### src/rtl/round_pack_mult.sv
// rtl/round_pack_mult.sv - two-stage IEEE round/pack for multiplier results (optional ROUND_MODES_EN)

// Brent-Kung prefix adder; carry-in is folded into bit 0 generate
module bka_adder #(
  parameter int width = 24
) (
  input  logic [width-1:0] a,
  input  logic [width-1:0] b,
  input  logic             cin,
  output logic [width-1:0] sum,
  output logic             cout
);

  localparam int hi_span = (width > 1) ? (1 << ($clog2(width) - 1)) : 1;

  logic [width-1:0] pp;
  logic [width-1:0] gg;
  logic [width-1:0] prop;

  // up-sweep builds power-of-two group terms, down-sweep fills the gaps
  always_comb begin
    prop  = a ^ b;
    pp    = prop;
    gg    = a & b;
    gg[0] = gg[0] | (prop[0] & cin);
    for (int d = 1; d < width; d = d * 2) begin
      for (int i = 2 * d - 1; i < width; i = i + 2 * d) begin
        gg[i] = gg[i] | (pp[i] & gg[i-d]);
        pp[i] = pp[i] & pp[i-d];
      end
    end
    for (int d = hi_span; d >= 1; d = d / 2) begin
      for (int i = 3 * d - 1; i < width; i = i + 2 * d) begin
        gg[i] = gg[i] | (pp[i] & gg[i-d]);
        pp[i] = pp[i] & pp[i-d];
      end
    end
  end

  // sum bits from propagate and the prefix carry into each position
  always_comb begin
    sum    = prop;
    sum[0] = prop[0] ^ cin;
    for (int i = 1; i < width; i++) begin
      sum[i] = prop[i] ^ gg[i-1];
    end
    cout = gg[width-1];
  end

endmodule

module round_pack_mult #(
  parameter int sig_width = 23,
  parameter int ex_width  = 8
) (
  input  logic                          clk,
  input  logic                          rst,
  input  logic                          in_valid,
  output logic                          in_ready,
  input  logic                          sign_in,
  input  logic                          zero_in,
  input  logic [sig_width-1:0]          mant_norm,
  input  logic [ex_width+1:0]           exp_norm,
  input  logic                          guard_bit,
  input  logic                          sticky_bit,
  input  logic [1:0]                    rnd_mode,
  output logic                          out_valid,
  input  logic                          out_ready,
  output logic [sig_width+ex_width:0]   result,
  output logic                          flag_ovf,
  output logic                          flag_unf,
  output logic                          flag_inx
);

  localparam logic [1:0] mode_rne = 2'b00;
  localparam logic [1:0] mode_rtz = 2'b01;
  localparam logic [1:0] mode_rup = 2'b10;
  localparam logic [1:0] mode_rdn = 2'b11;

  localparam logic [ex_width+2:0] exp_ovf_lim = (ex_width+3)'((1 << ex_width) - 1);
  localparam logic [ex_width-1:0] exp_inf     = {ex_width{1'b1}};
  localparam logic [ex_width-1:0] exp_maxfin  = {{(ex_width-1){1'b1}}, 1'b0};

  logic [1:0] eff_mode;

`ifdef ROUND_MODES_EN
  assign eff_mode = rnd_mode;
`else
  logic unused_rnd_mode;
  assign unused_rnd_mode = ^rnd_mode;
  assign eff_mode = mode_rne;
`endif

  logic                 s1_valid;
  logic                 s1_sign;
  logic                 s1_zero;
  logic [sig_width-1:0] s1_mant;
  logic [ex_width+1:0]  s1_exp;
  logic                 s1_inc;
  logic                 s1_inx;
  logic                 s1_ovf_inf;

  logic s2_adv;
  logic s1_adv;
  logic in_fire;

  assign s2_adv   = ~out_valid | out_ready;
  assign s1_adv   = ~s1_valid | s2_adv;
  assign in_ready = s1_adv;
  assign in_fire  = in_valid & s1_adv;

  logic inc_c;
  logic ovf_inf_c;
  logic lost_bits;

  assign lost_bits = guard_bit | sticky_bit;

  // round increment and overflow-to-infinity choice from the selected mode
  always_comb begin
    inc_c     = 1'b0;
    ovf_inf_c = 1'b1;
    case (eff_mode)
      mode_rne: begin
        inc_c     = guard_bit & (sticky_bit | mant_norm[0]);
        ovf_inf_c = 1'b1;
      end
      mode_rtz: begin
        inc_c     = 1'b0;
        ovf_inf_c = 1'b0;
      end
      mode_rup: begin
        inc_c     = lost_bits & ~sign_in;
        ovf_inf_c = ~sign_in;
      end
      mode_rdn: begin
        inc_c     = lost_bits & sign_in;
        ovf_inf_c = sign_in;
      end
      default: begin
        inc_c     = 1'b0;
        ovf_inf_c = 1'b1;
      end
    endcase
  end

  // stage 1: capture the beat with its precomputed increment
  always_ff @(posedge clk) begin
    if (rst) begin
      s1_valid   <= 1'b0;
      s1_sign    <= 1'b0;
      s1_zero    <= 1'b0;
      s1_mant    <= '0;
      s1_exp     <= '0;
      s1_inc     <= 1'b0;
      s1_inx     <= 1'b0;
      s1_ovf_inf <= 1'b0;
    end else if (s1_adv) begin
      s1_valid <= in_fire;
      if (in_fire) begin
        s1_sign    <= sign_in;
        s1_zero    <= zero_in;
        s1_mant    <= mant_norm;
        s1_exp     <= exp_norm;
        s1_inc     <= inc_c;
        s1_inx     <= lost_bits;
        s1_ovf_inf <= ovf_inf_c;
      end
    end
  end

  logic [sig_width:0]  frac_sum;
  logic                add_cout_unused;
  logic                frac_carry;
  logic [ex_width+2:0] e_final;
  logic                e_ovf;
  logic                e_unf;

  bka_adder #(.width(sig_width + 1)) u_frac_add (
    .a    ({1'b0, s1_mant}),
    .b    ({{sig_width{1'b0}}, s1_inc}),
    .cin  (1'b0),
    .sum  (frac_sum),
    .cout (add_cout_unused)
  );

  assign frac_carry = frac_sum[sig_width];
  assign e_final    = {s1_exp[ex_width+1], s1_exp} + {{(ex_width+2){1'b0}}, frac_carry};
  assign e_ovf      = ~e_final[ex_width+2] & (e_final >= exp_ovf_lim);
  assign e_unf      = e_final[ex_width+2] | (e_final == '0);

  logic [sig_width+ex_width:0] res_c;
  logic                        ovf_c;
  logic                        unf_c;
  logic                        inx_c;

  // stage 2 packing: zero, overflow, underflow, then the normal rounded value
  always_comb begin
    res_c = {s1_sign, e_final[ex_width-1:0], frac_sum[sig_width-1:0]};
    ovf_c = 1'b0;
    unf_c = 1'b0;
    inx_c = s1_inx;
    if (s1_zero) begin
      res_c = {s1_sign, {(sig_width+ex_width){1'b0}}};
      inx_c = 1'b0;
    end else if (e_ovf) begin
      ovf_c = 1'b1;
      inx_c = 1'b1;
      if (s1_ovf_inf) begin
        res_c = {s1_sign, exp_inf, {sig_width{1'b0}}};
      end else begin
        res_c = {s1_sign, exp_maxfin, {sig_width{1'b1}}};
      end
    end else if (e_unf) begin
      res_c = {s1_sign, {(sig_width+ex_width){1'b0}}};
      unf_c = 1'b1;
      inx_c = 1'b1;
    end
  end

  // stage 2 output register, held while downstream stalls
  always_ff @(posedge clk) begin
    if (rst) begin
      out_valid <= 1'b0;
      result    <= '0;
      flag_ovf  <= 1'b0;
      flag_unf  <= 1'b0;
      flag_inx  <= 1'b0;
    end else if (s2_adv) begin
      out_valid <= s1_valid;
      if (s1_valid) begin
        result   <= res_c;
        flag_ovf <= ovf_c;
        flag_unf <= unf_c;
        flag_inx <= inx_c;
      end
    end
  end

endmodule

### config.mk
export PLATFORM = sky130hd
export DESIGN_NAME = round_pack_mult
export DESIGN_NICKNAME = d
export VERILOG_FILES = /design/src/rtl/round_pack_mult.sv
export SDC_FILE = /design/constraint.sdc
export NUM_CORES = 1
export LEC_CHECK = 0
export BUFFER_PORTS_ARGS = -buffer_cell sky130_fd_sc_hd__buf_2
export CAP_MARGIN = 20
export CORE_MARGIN = 2
export CORE_UTILIZATION = 40
export CTS_CLUSTER_SIZE = 10
export DETAILED_ROUTE_END_ITERATION = 12
export PLACE_DENSITY = 0.68
export SLEW_MARGIN = 20
export SYNTH_ARGS = -nofsm -noshare
export SYNTH_HDL_FRONTEND = slang
export SYNTH_SLANG_ARGS = --single-unit
### constraint.sdc
create_clock -name clk -period 3.7 [get_ports clk]
set_clock_uncertainty 0.2 [all_clocks]
set_input_delay 0.74 -clock clk [delete_from_list [all_inputs] [get_ports clk]]
set_output_delay 0.74 -clock clk [all_outputs]
set_load 0.005 [all_outputs]
## After elaboration in Yosys (flattened, before gate mapping)

Cells that the tools add are included.

- Add/subtract/negate cells: 1
- Multipliers: 0
- Divide/modulo/power cells: 0
- $lt $le $gt $ge: 1
- Equality and inequality tests: 0
- Shift-type cells: 0
- Multiplexer cells: 12
- Bitwise gates (word level): 125
- Reduce and logical (&&, ||, !) cells: 3

Operator list:

| kind | count |
|---|---|
| $mux W31 | 3 |
| $and A1 B1 Y1 | 55 |
| $or A1 B1 Y1 | 42 |
| $mux W24 | 1 |
| $and A23 B1 Y23 | 1 |
| $xor A23 B1 Y23 | 1 |
| $xor A1 B1 Y1 | 22 |
| $add A10 B2 Y11 | 1 |
| $ge A11 B8 Y1 const B | 1 |
| $logic_not A11 Y1 | 1 |
| $mux W1 | 8 |
| $reduce_and A2 Y1 | 2 |
| $not A1 Y1 | 3 |
| $xor A1 B1 Y1 const A | 1 |

- Flip-flop bits (word level): 75
- Bits in latches: 0
- Memory bits (writable): 0
- ROM bits: 0
- Input port bits: 43
- Output and inout port bits: 37
- Logic and storage cells: 155
- Memories kept: 0

## Longest topological paths before layout

Gate-level depths: netlist (run 1).

- Word-level depth: 22
- Gate-level depth with buffers: 17
- Mapped depth without buffers: 15

## Cells and area by module

A second synthesis (run 1) with hierarchy kept.

- Cell total of the unflattened synthesis: 428
- Area total of the unflattened synthesis: 3,870.0 sq um

By module, submodules not included:

| module | instances | cells an instance | area each (sq um) | sequential area each (sq um) |
|---|---|---|---|---|
| round_pack_mult | 1 | 312 | 2,879.0 | 1,501.4 |
| bka_adder | 1 | 116 | 991.0 | 0.0 |

## Worst setup path before layout (run 1)

OpenSTA, ideal clock, no wires.

- Path kind: flip-flop to flip-flop
- From: reg s1_mant[0]
- To: reg result[0]
- Setup time: 0.059 ns
- Arrival time: 3.686 ns
- Data required time: 3.441 ns
- Slack: -0.246 ns
- Stages on the path, launching flop included: 18
- Buffers on the path: 2
- Clock period less this slack: 3.946 ns
- Cell sequence: dfxtp_1 > ha_1 > ha_1 > and3_1 > nand4_1 > nor4_1 > and3_1 > and3_1 > ha_1 > ha_1 > ha_1 > nand4_1 > o21a_1 > or4_1 > buf_2 > a211oi_4 > buf_6 > a221o_1

- Cells in the longest elaborated chain, start to end: 22
- Elaborated cells on any way between the ends: 26
- Classes of those cells: 1 x add/sub; 1 x order compare; 3 x mux; 20 x bitwise; 1 x reduce/logical

Ends and longest elaborated chain:

| item | line | source |
|---|---|---|
| start, declared | 97 | `logic [sig_width-1:0] s1_mant;` |
| start signal, assigned | 162 | `s1_mant <= mant_norm;` |
| branches (longest 20 deep; another with $and A23 B1 Y23) | -- |  |
| $mux W31 * | 205 | `end else if (e_ovf) begin` |
| $mux W31 * | 202 | `if (s1_zero) begin` |
| end signal, assigned | 231 | `result <= res_c;` |
| end, declared | 69 | `output logic [sig_width+ex_width:0] result,` |

Every way passes the cells marked *.
A chain may end at the register's enable or synchronous reset.

## Worst setup path in the final report (run 1)

- From: reg s1_inc
- To: reg result[12]

- Cells in the longest elaborated chain, start to end: 22
- Elaborated cells on any way between the ends: 28
- Classes of those cells: 1 x add/sub; 1 x order compare; 3 x mux; 22 x bitwise; 1 x reduce/logical

Ends and longest elaborated chain:

| item | line | source |
|---|---|---|
| start, declared | 99 | `logic s1_inc;` |
| start signal, assigned | 164 | `s1_inc <= inc_c;` |
| $and A23 B1 Y23 * | 24 | `gg = a & b;` |
| $and A1 B1 Y1 * | 28 | `gg[i] = gg[i] \| (pp[i] & gg[i-d]);` |
| $or A1 B1 Y1 * | 28 |  |
| $and A1 B1 Y1 * | 28 |  |
| $or A1 B1 Y1 * | 28 |  |
| $and A1 B1 Y1 * | 28 |  |
| $or A1 B1 Y1 * | 28 |  |
| branches (longest 13 deep; another with $add A10 B2 Y11) | -- |  |
| $mux W31 * | 205 |  |
| $mux W31 * | 202 |  |

Marked as above.

==> results of run 1 <==
## area by class of cell
class | instances | area, um2 | share of cell area (%)
inverters | 2 | 7.51 | 0.170
repair buffers | 106 | 673 | 15.3
clock inverters | 5 | 40.0 | 0.908
clock buffers | 11 | 131 | 2.98
flip-flops and latches | 75 | 1500 | 34.1
well taps | 105 | 131 | 2.98
multi-input cells | 286 | 1920 | 43.6
## worst max-delay path, delay by kind of cell, from the launching register on
family	cells	cell delay, ns
buffers and inverters	2	0.32
and+or+nand+nor	8	1.86
DFF	1	0.36
AOI/OAI and AO/OA	2	0.38
adders and majority gates	5	0.65
## routing by layer
| layer | share of wire, % | vias to the layer above | track usage [%] |
|---|---|---|---|
| met5 | 0 | - | 0 |
| met4 | 1.6 | 0 | 7.37 |
| met3 | 5.5 | 10 | 4.35 |
| met2 | 46 | 86 | 28.1 |
| met1 | 47 | 1418 | 26.2 |
| li1 | - | 1539 | - |
## flip-flops by register name, indices dropped and copies added, names as in the netlist
| register | count |
|---|---|
| s1_valid | 1 |
| s1_ovf_inf | 1 |
| s1_exp | 10 |
| flag_inx | 1 |
| result | 32 |
| s1_inx | 1 |
| s1_zero | 1 |
| s1_mant | 23 |
| flag_unf | 1 |
| out_valid | 1 |
| s1_sign | 1 |
| s1_inc | 1 |
| flag_ovf | 1 |
## cells by family (layout without fill, tap and decap cells)
logic type      after synthesis  after routing  share of synthesized area [%]
fa+ha+maj                    15             15                           5.63
flops                        75             75                           45.1
simple gates                161            161                           21.9
buf+inv                      28            124                           3.72
xor+xnor                     16             16                           4.21
compound gates               92             92                           18.9
mux                           2              2                          0.601
## power breakdown
part / internal [mW] / total, mW / switching, mW
Sequential: 0.849 / 0.888 / 0.0395
Combinational: 0.111 / 0.241 / 0.130
Clock: 0.246 / 0.554 / 0.308
Total: 1.21 / 1.68 / 0.477
## worst max-delay path by stage
stage / start / endpoint
6_report: s1_inc$_SDFFE_PP0P_ / result[12]$_SDFFE_PP0P_
4_1_cts: s1_inc$_SDFFE_PP0P_ / result[6]$_SDFFE_PP0P_
5_1_grt: s1_inc$_SDFFE_PP0P_ / result[18]$_SDFFE_PP0P_
2_1_floorplan: s1_inc$_SDFFE_PP0P_ / result[0]$_SDFFE_PP0P_
3_5_place_dp: s1_inc$_SDFFE_PP0P_ / result[6]$_SDFFE_PP0P_
3_3_place_gp: s1_inc$_SDFFE_PP0P_ / result[0]$_SDFFE_PP0P_
## per-stage QoR
stage / cells / util [%] / TNS [ns] / hold WS (ns)
floorplan: 389 / - / 0 / 0.236
global placement: 569 / 49.2 / -2.23 / 0.238
detailed placement: 569 / 49.2 / -2.81 / 0.240
CTS: 588 / 52.0 / -0.986 / 0.253
global route: 590 / 54.2 / -5.16 / 0.262
finish: 590 / 54.2 / -1.75 / 0.246
## what timing repair did
item	4_1_cts	5_1_grt
gates cloned	0	1
setup endpoints to repair	23	31
setup buffers	3	4
resized for setup	7	21
pin swaps	2	2
## placed cells by master, fill, tap and decap left out, types with 6 or more instances in the layout
cell type,netlist,layout
nand2_1,95,95
nor2_1,24,24
buf_4,1,21
dfxtp_1,75,73
xor2_1,10,10
clkbuf_8,0,9
xnor2_1,6,6
o31ai_2,0,6
ha_1,15,10
o21ai_1,7,7
a21oi_1,40,40
nor3_1,11,10
buf_2,6,77
nand4_1,6,6
a221o_1,13,13
==> reports/qor.yml, run 1 <==
status:
  status: "finished with violations"
  failed_checks: "setup timing"
yosys:
  synth_area_per_cell_um2: 8.56
  yosysUniqueCellTypes: 44
  synth-edff-count: 0
  synth_area_um2: 3330
  synth.top_cells.by_count: "95 x nand2_1, 75 x dfxtp_1, 40 x a21oi_1"
  synth.largest_area_cell: "dfxtp_1"
  synth.top_cells.by_area: "dfxtp_1 45%, nand2_1 11%, a21oi_1 6.0%, ha_1 5.6%, a221o_1 3.9%"
  syn_inst: 389
  netlist.area_leader.share_pct: 45.1
  syn_nets: 447
  async_flop_share_pct: 0
  ys_dominant_reg_cell: "dfxtp_1"
  seq_area_frac_synth_pct: 45.1
  synth_seq_cells: 75
  yosysMostFrequentCell: "nand2_1"
  synth_warnings: 0
sta:
  slew_headroom_pct: 66.7
  finalSetupViolCount: 22
  rsz0062_at_grt: "yes"
  fmax_ghz: 0.262
  hold_viol: 0
  min_period_ns: 3.82
  post-route-period-util_pct: 103
  layout_setup_ws_ns: -0.124
  slew_viol_final: 0
  tightest_slew_ns: 0.500
setup_path:
  crit_slowest_cell: "or4_4"
  reg2reg_depth: 17
  critPathKind: "reg2reg"
  crit_arrival_ns: 3.92
  reg2reg_to: "result[12]$_SDFFE_PP0P_"
  crit_top_cell: "ha_4"
  cp_max_fo: 13
  crit_required_ns: 3.79
  crit_chain: "ha_4, ha_4, and3_4, nand4_1, nor4_2, and3_1, and3_4, ha_4, ha_4, ha_4, nand4_1, o21a_1, or4_4, buf_6, nor3b_4, buf_12, a221o_1"
  worstReg2RegStart: "s1_inc$_SDFFE_PP0P_"
  critPathLaunchType: "flop"
  worst_setup_path_end_kind: "flop"
  cpPeakStageDelay_ns: 0.56
  rrSetupSlack_ns: -0.12
place:
  dp_worst_setup_slack_ns: -0.156
  placed_cell_area_um2: 4010
  dp_hpwl_um: 5720
  place_congestion: 0.837
  port_buffers: 77
layout:
  nNetsFinal: 538
  fillers: 765
  drive_gt1_share_pct: 31.1
  design_area_um2: 4410
  antenna_cells: 0
  area_growth_syn_to_layout_pct: 32.4
clocking:
  htreeDepth: 3
  clockBufferDepth: 2
  clk_pin_slew_ns: 0.08
  cts.sinks: 75
  cts_tree: "yes"
  clockRootBuffer: "clkbuf_8"
  hold_buffers: 0
  cts_buffers: 9
  clk_latency_ns: 0.35
floorplan:
  die_area_um2: 9070
  die_h_um: 95.3
  rows: 33
  ios: 80
  coreArea_um2: 8130
  die_w_um: 95.3
  start_util_pct: 40.9
flow_run:
  cap_violations: 0
min_path:
  hp-class: "reg2reg"
  holdPathStages: 2
  hold_path_end: "result[24]$_SDFFE_PP0P_"
  min_from: "result[24]$_SDFFE_PP0P_"
detailed_routing:
  route.detailed.drc: 0
  dr_total_vias: 3053
  ant_nets: 0
  dr.pass1.iters: 5
  wl_per_cell_um: 14.3
  routed_wl_um: 8420
  drt_iter0_drc: 175
  viasPerCell: 5.17
grt:
  grt_first_pass_wirelength_um: 13000
  grt_pass1_vias: 2707
  grt_usage_pct: 18.8
  grt_antenna_before_repair: 0
  grt-ovfl-total: 0
  grt_max_degree: 49
power:
  peakVddDrop_mv: 0.216
  powerDensity_nw_per_um2: 382
  cellLeakagePower_nw: 1.95
  power.total_mw: 1.68
Note: power is estimated with default switching activity, not from simulation.
==> run 2: changes to the inputs <==
CELL_PAD_IN_SITES_DETAIL_PLACEMENT = 1   (was unset)
CELL_PAD_IN_SITES_GLOBAL_PLACEMENT = 1   (was unset)
CORE_UTILIZATION = 35   (was 40)
PLACE_DENSITY = 0.75   (was 0.68)
SYNTH_HIERARCHICAL = 1   (was unset)
==> reports/qor.yml, run 2 <==
status:
  status: "finished with violations"
  failed_checks: "setup timing"
sta:
  fmax_ghz: 0.221  # -15%
  whs_ns: 0.254  # +0.00739 ns
  rsz0062_at_grt: "yes"
  hold_viol: 0  # unchanged
  finalSetupTns_ns: -25.89  # -24.14 ns
  finalSetupViolCount: 34  # +55%
  min_period_ns: 4.52  # +0.693 ns
  slew_viol_final: 0  # unchanged
  post-route-period-util_pct: 122  # +19 points
  layout_setup_ws_ns: -0.817  # -0.693 ns
clocking:
  cts.sinks: 75  # unchanged
  hold_buffers: 0  # unchanged
  cts_buffers: 9  # unchanged
  clockRootBuffer: "clkbuf_8"
  clk_pin_slew_ns: 0.07  # about the same
  htreeDepth: 3  # unchanged
  clk_latency_ns: 0.34  # about the same
  cts_tree: "yes"
  clockBufferDepth: 2  # unchanged
layout:
  reg_top3: "result (32), s1_mant (23), s1_exp (10)"
  nNetsFinal: 658  # +22%
  largest_register_ffs: 32  # unchanged
  antenna_cells: 0  # unchanged
  final_cell_mix: "87 x nand2_1, 77 x buf_2, 74 x dfxtp_1"
  drive_gt1_share_pct: 31.2  # +0.073 points
  regMostFlops: "result"
  design_area_um2: 5180  # +17%
  layoutNonFillerInstCount: 720  # +22%
  area_growth_syn_to_layout_pct: 35.2
  fin_util_pct: 48.2  # -6.0 points
  final_common_cell: "nand2_1"
floorplan:
  coreArea_um2: 10700  # +32%
  die_h_um: 109  # +14%
  die_w_um: 109  # +14%
  start_util_pct: 35.6  # -5.3 points
  rows: 38  # +15%
  die_area_um2: 11800  # +30%
  ios: 80  # unchanged
setup_path:
  crit_top_cell: "fa_2"
  critPathKind: "reg2reg"
  critPathLaunchType: "flop"
  cp_max_fo: 6  # -7
  crit_arrival_ns: 4.55  # +0.63 ns
  rrSetupSlack_ns: -0.82  # -0.69 ns
  cpPeakStageDelay_ns: 0.40  # -0.16 ns
  cp_top_family: "adder cells"
  crit_required_ns: 3.73  # -0.06 ns
  crit_chain: "inv_2, fa_2, fa_2, nand2b_4, a21oi_4, o211ai_1, a21oi_2, o211ai_2, nand2_1, fa_2, xor2_2, ha_2, ha_4, a31oi_1, or3_4, nor4_4, buf_4, nor4_4, buf_6, a221o_1"
  crit_slowest_cell: "or3_4"
  worst_setup_path_end_kind: "flop"
  path_buf_inv: 3  # +1
power:
  power.total_mw: 1.86  # +11%
  cellLeakagePower_nw: 2.42  # +24%
  peakVddDrop_mv: 0.160  # -26%
  powerDensity_nw_per_um2: 360  # -5.8%
place:
  dp_worst_setup_slack_ns: -0.905  # -0.749 ns
  port_buffers: 77  # unchanged
  dp_cells: 693  # +22%
  dp_hpwl_um: 7720  # +35%
  placed_cell_area_um2: 4810  # +20%
  place_congestion: 0.849  # +1.4%
detailed_routing:
  viasPerCell: 4.92  # -4.9%
  dr.pass1.iters: 4  # -1
  routed_wl_um: 11200  # +33%
  route.detailed.drc: 0  # unchanged
  drt_iter0_drc: 115  # -34%
  dr_total_vias: 3543  # +16%
  ant_nets: 0  # unchanged
  wl_per_cell_um: 15.5  # +8.6%
grt:
  grt_max_degree: 44  # -10%
  grt_pass1_vias: 3786  # +40%
  grt_first_pass_wirelength_um: 18200  # +39%
  grt_usage_pct: 19.8  # +1.1 points
  grt-ovfl-total: 0  # unchanged
  grt_antenna_before_repair: 0  # unchanged
yosys:
  synth_area_um2: 3830  # +15%
  syn_inst: 423  # +8.7%
  synth_area_per_cell_um2: 9.05  # +5.7%
  synth_warnings: 6  # +6
min_path:
  hp-class: "reg2reg"
flow_run:
  cap_violations: 0  # unchanged
==> run 2: cell types whose count changed in the layout (fill, tap and decap cells not counted), sizes merged, moves of 6 or more <==
cell / delta
nand2b: +6
nor3: -6
fa: +13
a21oi: +17
ha: +8
inv: +20
conb: +35
nor2: -9
a221o: +16
nand2: -7
o31ai: -10
buf: +28
==> run 2: cell type report <==
class | instances | area [um2]
multi-input cells | 338 | 2430
flip-flops and latches | 75 | 1500
inverters | 22 | 82.6
fillers | 1280 | 5570
repair buffers | 133 | 837
clock buffers | 12 | 155
well taps | 140 | 175
==> run 2: worst reg2reg max path: stages, from the launching register on <==
cell and delay [ns]:
dfxtp_2 0.34, inv_2 0.04, fa_2 0.39, fa_2 0.35, nand2b_4 0.16, a21oi_4 0.13
o211ai_1 0.17, a21oi_2 0.20, o211ai_2 0.08, nand2_1 0.09, fa_2 0.22, xor2_2 0.15
ha_2 0.23, ha_4 0.16, a31oi_1 0.09, or3_4 0.40, nor4_4 0.31, buf_4 0.18
nor4_4 0.04, buf_6 0.15, a221o_1 0.34
==> run 2: power breakdown <==
part	leakage (nW)	switching, mW	internal [mW]
sequential	0.615	0.0399	0.858
combinational	1.72	0.212	0.200
clock	0.0803	0.288	0.266
==> run 2: repair_timing <==
item | 4_1_cts | 5_1_grt
endpoints found under the setup margin | 34 | 34
cloned | 1 | 0
resized for setup | 10 | 12
setup buffers | 12 | 4
pin swaps | 36 | 6
==> run 2: final timing paths <==
| path | start | to | depth (start not counted) |
|---|---|---|---|
| worst max-delay path | s1_inc$_SDFFE_PP0P_ | result[3]$_SDFFE_PP0P_ | 20 |
| worst min-delay path | s1_mant[1]$_SDFFE_PP0P_ | s1_mant[1]$_SDFFE_PP0P_ | 2 |
| worst max register to register | s1_inc$_SDFFE_PP0P_ | result[3]$_SDFFE_PP0P_ | 20 |
| worst min register to register | s1_mant[1]$_SDFFE_PP0P_ | s1_mant[1]$_SDFFE_PP0P_ | 2 |
==> run 2: routing by layer <==
layer | share of wire [%] | global-route usage (%) | vias to the layer above
met5 | 0 | 0 | -
met4 | 1.3 | 5.95 | 0
met3 | 3.5 | 3.44 | 11
met2 | 51 | 35.4 | 66
met1 | 44 | 24.3 | 1721
li1 | - | - | 1745
==> run 3: changes to the inputs <==
REMOVE_ABC_BUFFERS = 1   (was unset)
==> reports/qor.yml, run 3 (synthesis results as in run 2) <==
clocking:
  cts.sinks: 75  # unchanged
  cts_buffers: 9  # unchanged
  clockBufferDepth: 2  # unchanged
  clk_latency_ns: 0.35  # about the same
  cts_tree: "yes"
  clockRootBuffer: "clkbuf_8"
  clk_pin_slew_ns: 0.08  # about the same
  htreeDepth: 3  # unchanged
grt:
  grt_pass1_vias: 3989  # +5.4%
  grt_antenna_before_repair: 0  # unchanged
  grt_first_pass_wirelength_um: 19800  # +9.0%
  grt_max_degree: 44  # unchanged
  grt-ovfl-total: 0  # unchanged
  grt_usage_pct: 22.1  # +2.3 points
floorplan:
  die_area_um2: 11800  # unchanged
  rows: 38  # unchanged
  start_util_pct: 35.6  # unchanged
  die_h_um: 109  # unchanged
  coreArea_um2: 10700  # unchanged
  die_w_um: 109  # unchanged
  ios: 80  # unchanged
detailed_routing:
  ant_nets: 0  # unchanged
  drt_iter0_drc: 71  # -38%
  dr_total_vias: 3719  # +5.0%
  routed_wl_um: 12600  # +13%
  dr.pass1.iters: 4  # unchanged
  route.detailed.drc: 0  # unchanged
  wl_per_cell_um: 17.0  # +9.5%
  viasPerCell: 5.01  # +1.9%
sta:
  fmax_ghz: 0.214  # -3.6%
  layout_setup_ws_ns: -0.983  # -0.167 ns
  tightest_slew_ns: 0.622
  slew_headroom_pct: 58.4
  slew_viol_final: 0  # unchanged
  hold_viol: 0  # unchanged
  min_period_ns: 4.68  # +0.167 ns
  post-route-period-util_pct: 127  # +4.5 points
  finalSetupTns_ns: -30.12  # -4.23 ns
  rsz0062_at_grt: "yes"
  finalSetupViolCount: 34  # unchanged
setup_path:
  crit_chain: "inv_2, fa_2, fa_2, nand2b_4, a21oi_4, o211ai_1, a21oi_2, o211ai_2, nand2_2, fa_2, xor2_1, ha_2, ha_4, buf_6, and3_4, nand3_4, xnor2_4, nor4_4, buf_6, nor4_4, buf_4, a221o_1"
  crit_top_cell: "fa_2"
  crit_required_ns: 3.74  # about the same
  cp_top_family: "adder cells"
  critPathKind: "reg2reg"
  cp_max_fo: 5  # -1
  critPathLaunchType: "flop"
  path_buf_inv: 4  # +1
  crit_slowest_cell: "fa_2"
  critical_path.startpoint: "s1_inc$_SDFFE_PP0P_"
  cpPeakStageDelay_ns: 0.39  # about the same
  worst_setup_path_end_kind: "flop"
  worstReg2RegStart: "s1_inc$_SDFFE_PP0P_"
  crit_arrival_ns: 4.72  # +0.17 ns
  rrSetupSlack_ns: -0.98  # -0.17 ns
layout:
  final_common_cell: "nand2_1"
  ff_latch_area_um2: 1500  # about the same
  final_cell_mix: "86 x nand2_1, 77 x buf_2, 73 x dfxtp_1"
  multiInputGateArea_um2: 2470  # +1.8%
  nNetsFinal: 677  # +2.9%
  drive_gt1_share_pct: 34.7  # +3.5 points
  fin_util_pct: 51.3  # +3.1 points
  fillers: 1301  # +1.6%
  antenna_cells: 0  # unchanged
  regMostFlops: "result"
  reg_top3: "result (32), s1_mant (23), s1_exp (10)"
  area_growth_syn_to_layout_pct: 43.9
  largest_register_ffs: 32  # unchanged
status:
  failed_checks: "setup timing"
  status: "finished with violations"
power:
  power.total_mw: 2.19  # +17%
  cellLeakagePower_nw: 2.59  # +7.3%
  clock_power_share_pct: 39.0  # +9.2 points
  seq_power_share_pct: 41.3  # -6.9 points
  combinationalPowerShare_pct: 19.8  # -2.3 points
  peakVddDrop_mv: 0.216  # +35%
  p_switching_mw: 0.588  # +8.9%
  power.internal_mw: 1.60  # +21%
  netSwitchingFraction_pct: 26.9  # -2.1 points
  powerDensity_nw_per_um2: 397  # +10%
flow_run:
  cap_violations: 0  # unchanged
min_path:
  hp-class: "reg2reg"
  min_from: "flag_ovf$_SDFFE_PP0P_"
place:
  place_congestion: 0.822  # -3.1%
  port_buffers: 77  # unchanged
  dp_hpwl_um: 7540  # -2.2%
==> run 3: area by class of cell <==
type,count,area share [%]
clock buffers,10,2.50
clock inverters,5,2.27
inverters,22,1.50
multi-input cells,338,44.8
flip-flops and latches,75,27.3
well taps,140,3.18
repair buffers,152,18.4
==> run 3: worst paths after layout <==
kind                             endpoint  cells after the start
setup / recovery  result[12]$_SDFFE_PP0P_                     22
hold / removal      flag_ovf$_SDFFE_PP0P_                      1
setup reg to reg  result[12]$_SDFFE_PP0P_                     22
hold reg to reg     flag_ovf$_SDFFE_PP0P_                      1
==> run 3: layer usage <==
layer / vias to the layer above / GRT usage [%] / wire [um]
met5: - / 0 / 0
met4: 0 / 7.60 / 320
met3: 23 / 4.10 / 524
met2: 93 / 40.9 / 6600
met1: 1820 / 25.4 / 5160
li1: 1783 / - / -
==> run 3: repair_timing <==
action | in CTS | in global routing
hold buffers | 0 | 0
setup buffers | 28 | 4
gates cloned | 1 | 0
endpoints found under the hold margin | 0 | 0
gates resized for setup | 35 | 13
pin swaps | 38 | 12
setup endpoints to repair | 34 | 34
==> run 3: worst reg2reg max path: stages, from the launching register on <==
cell and delay (ns):
dfxtp_2 0.34, inv_2 0.04, fa_2 0.36, fa_2 0.39, nand2b_4 0.17, a21oi_4 0.15
o211ai_1 0.13, a21oi_2 0.21, o211ai_2 0.10, nand2_2 0.08, fa_2 0.19, xor2_1 0.18
ha_2 0.24, ha_4 0.15, buf_6 0.10, and3_4 0.20, nand3_4 0.11, xnor2_4 0.18
nor4_4 0.31, buf_6 0.17, nor4_4 0.05, buf_4 0.17, a221o_1 0.36
==> run 3: through the flow <==
step / std cells / instance area, um2 / worst slack [ns] / hold slack [ns]
after detailed placement: 693 / 4730 / -1.70 / 0.247
after global placement: 693 / 4730 / -1.50 / 0.243
final: 742 / 5510 / -0.983 / 0.264
after CTS: 737 / 5380 / -0.862 / 0.266
after global routing: 742 / 5510 / -1.16 / 0.291
after floorplan: 434 / 3830 / -1.05 / 0.226
==> run 3: power groups by stage <==
stage	sequential, mW	combinational, mW	clock (mW)
2_1_floorplan	0.909	0.200	0
5_1_grt	0.910	0.479	0.890
3_3_place_gp	0.914	0.344	0
4_1_cts	0.901	0.401	0.864
6_report	0.903	0.433	0.853
3_5_place_dp	0.916	0.361	0
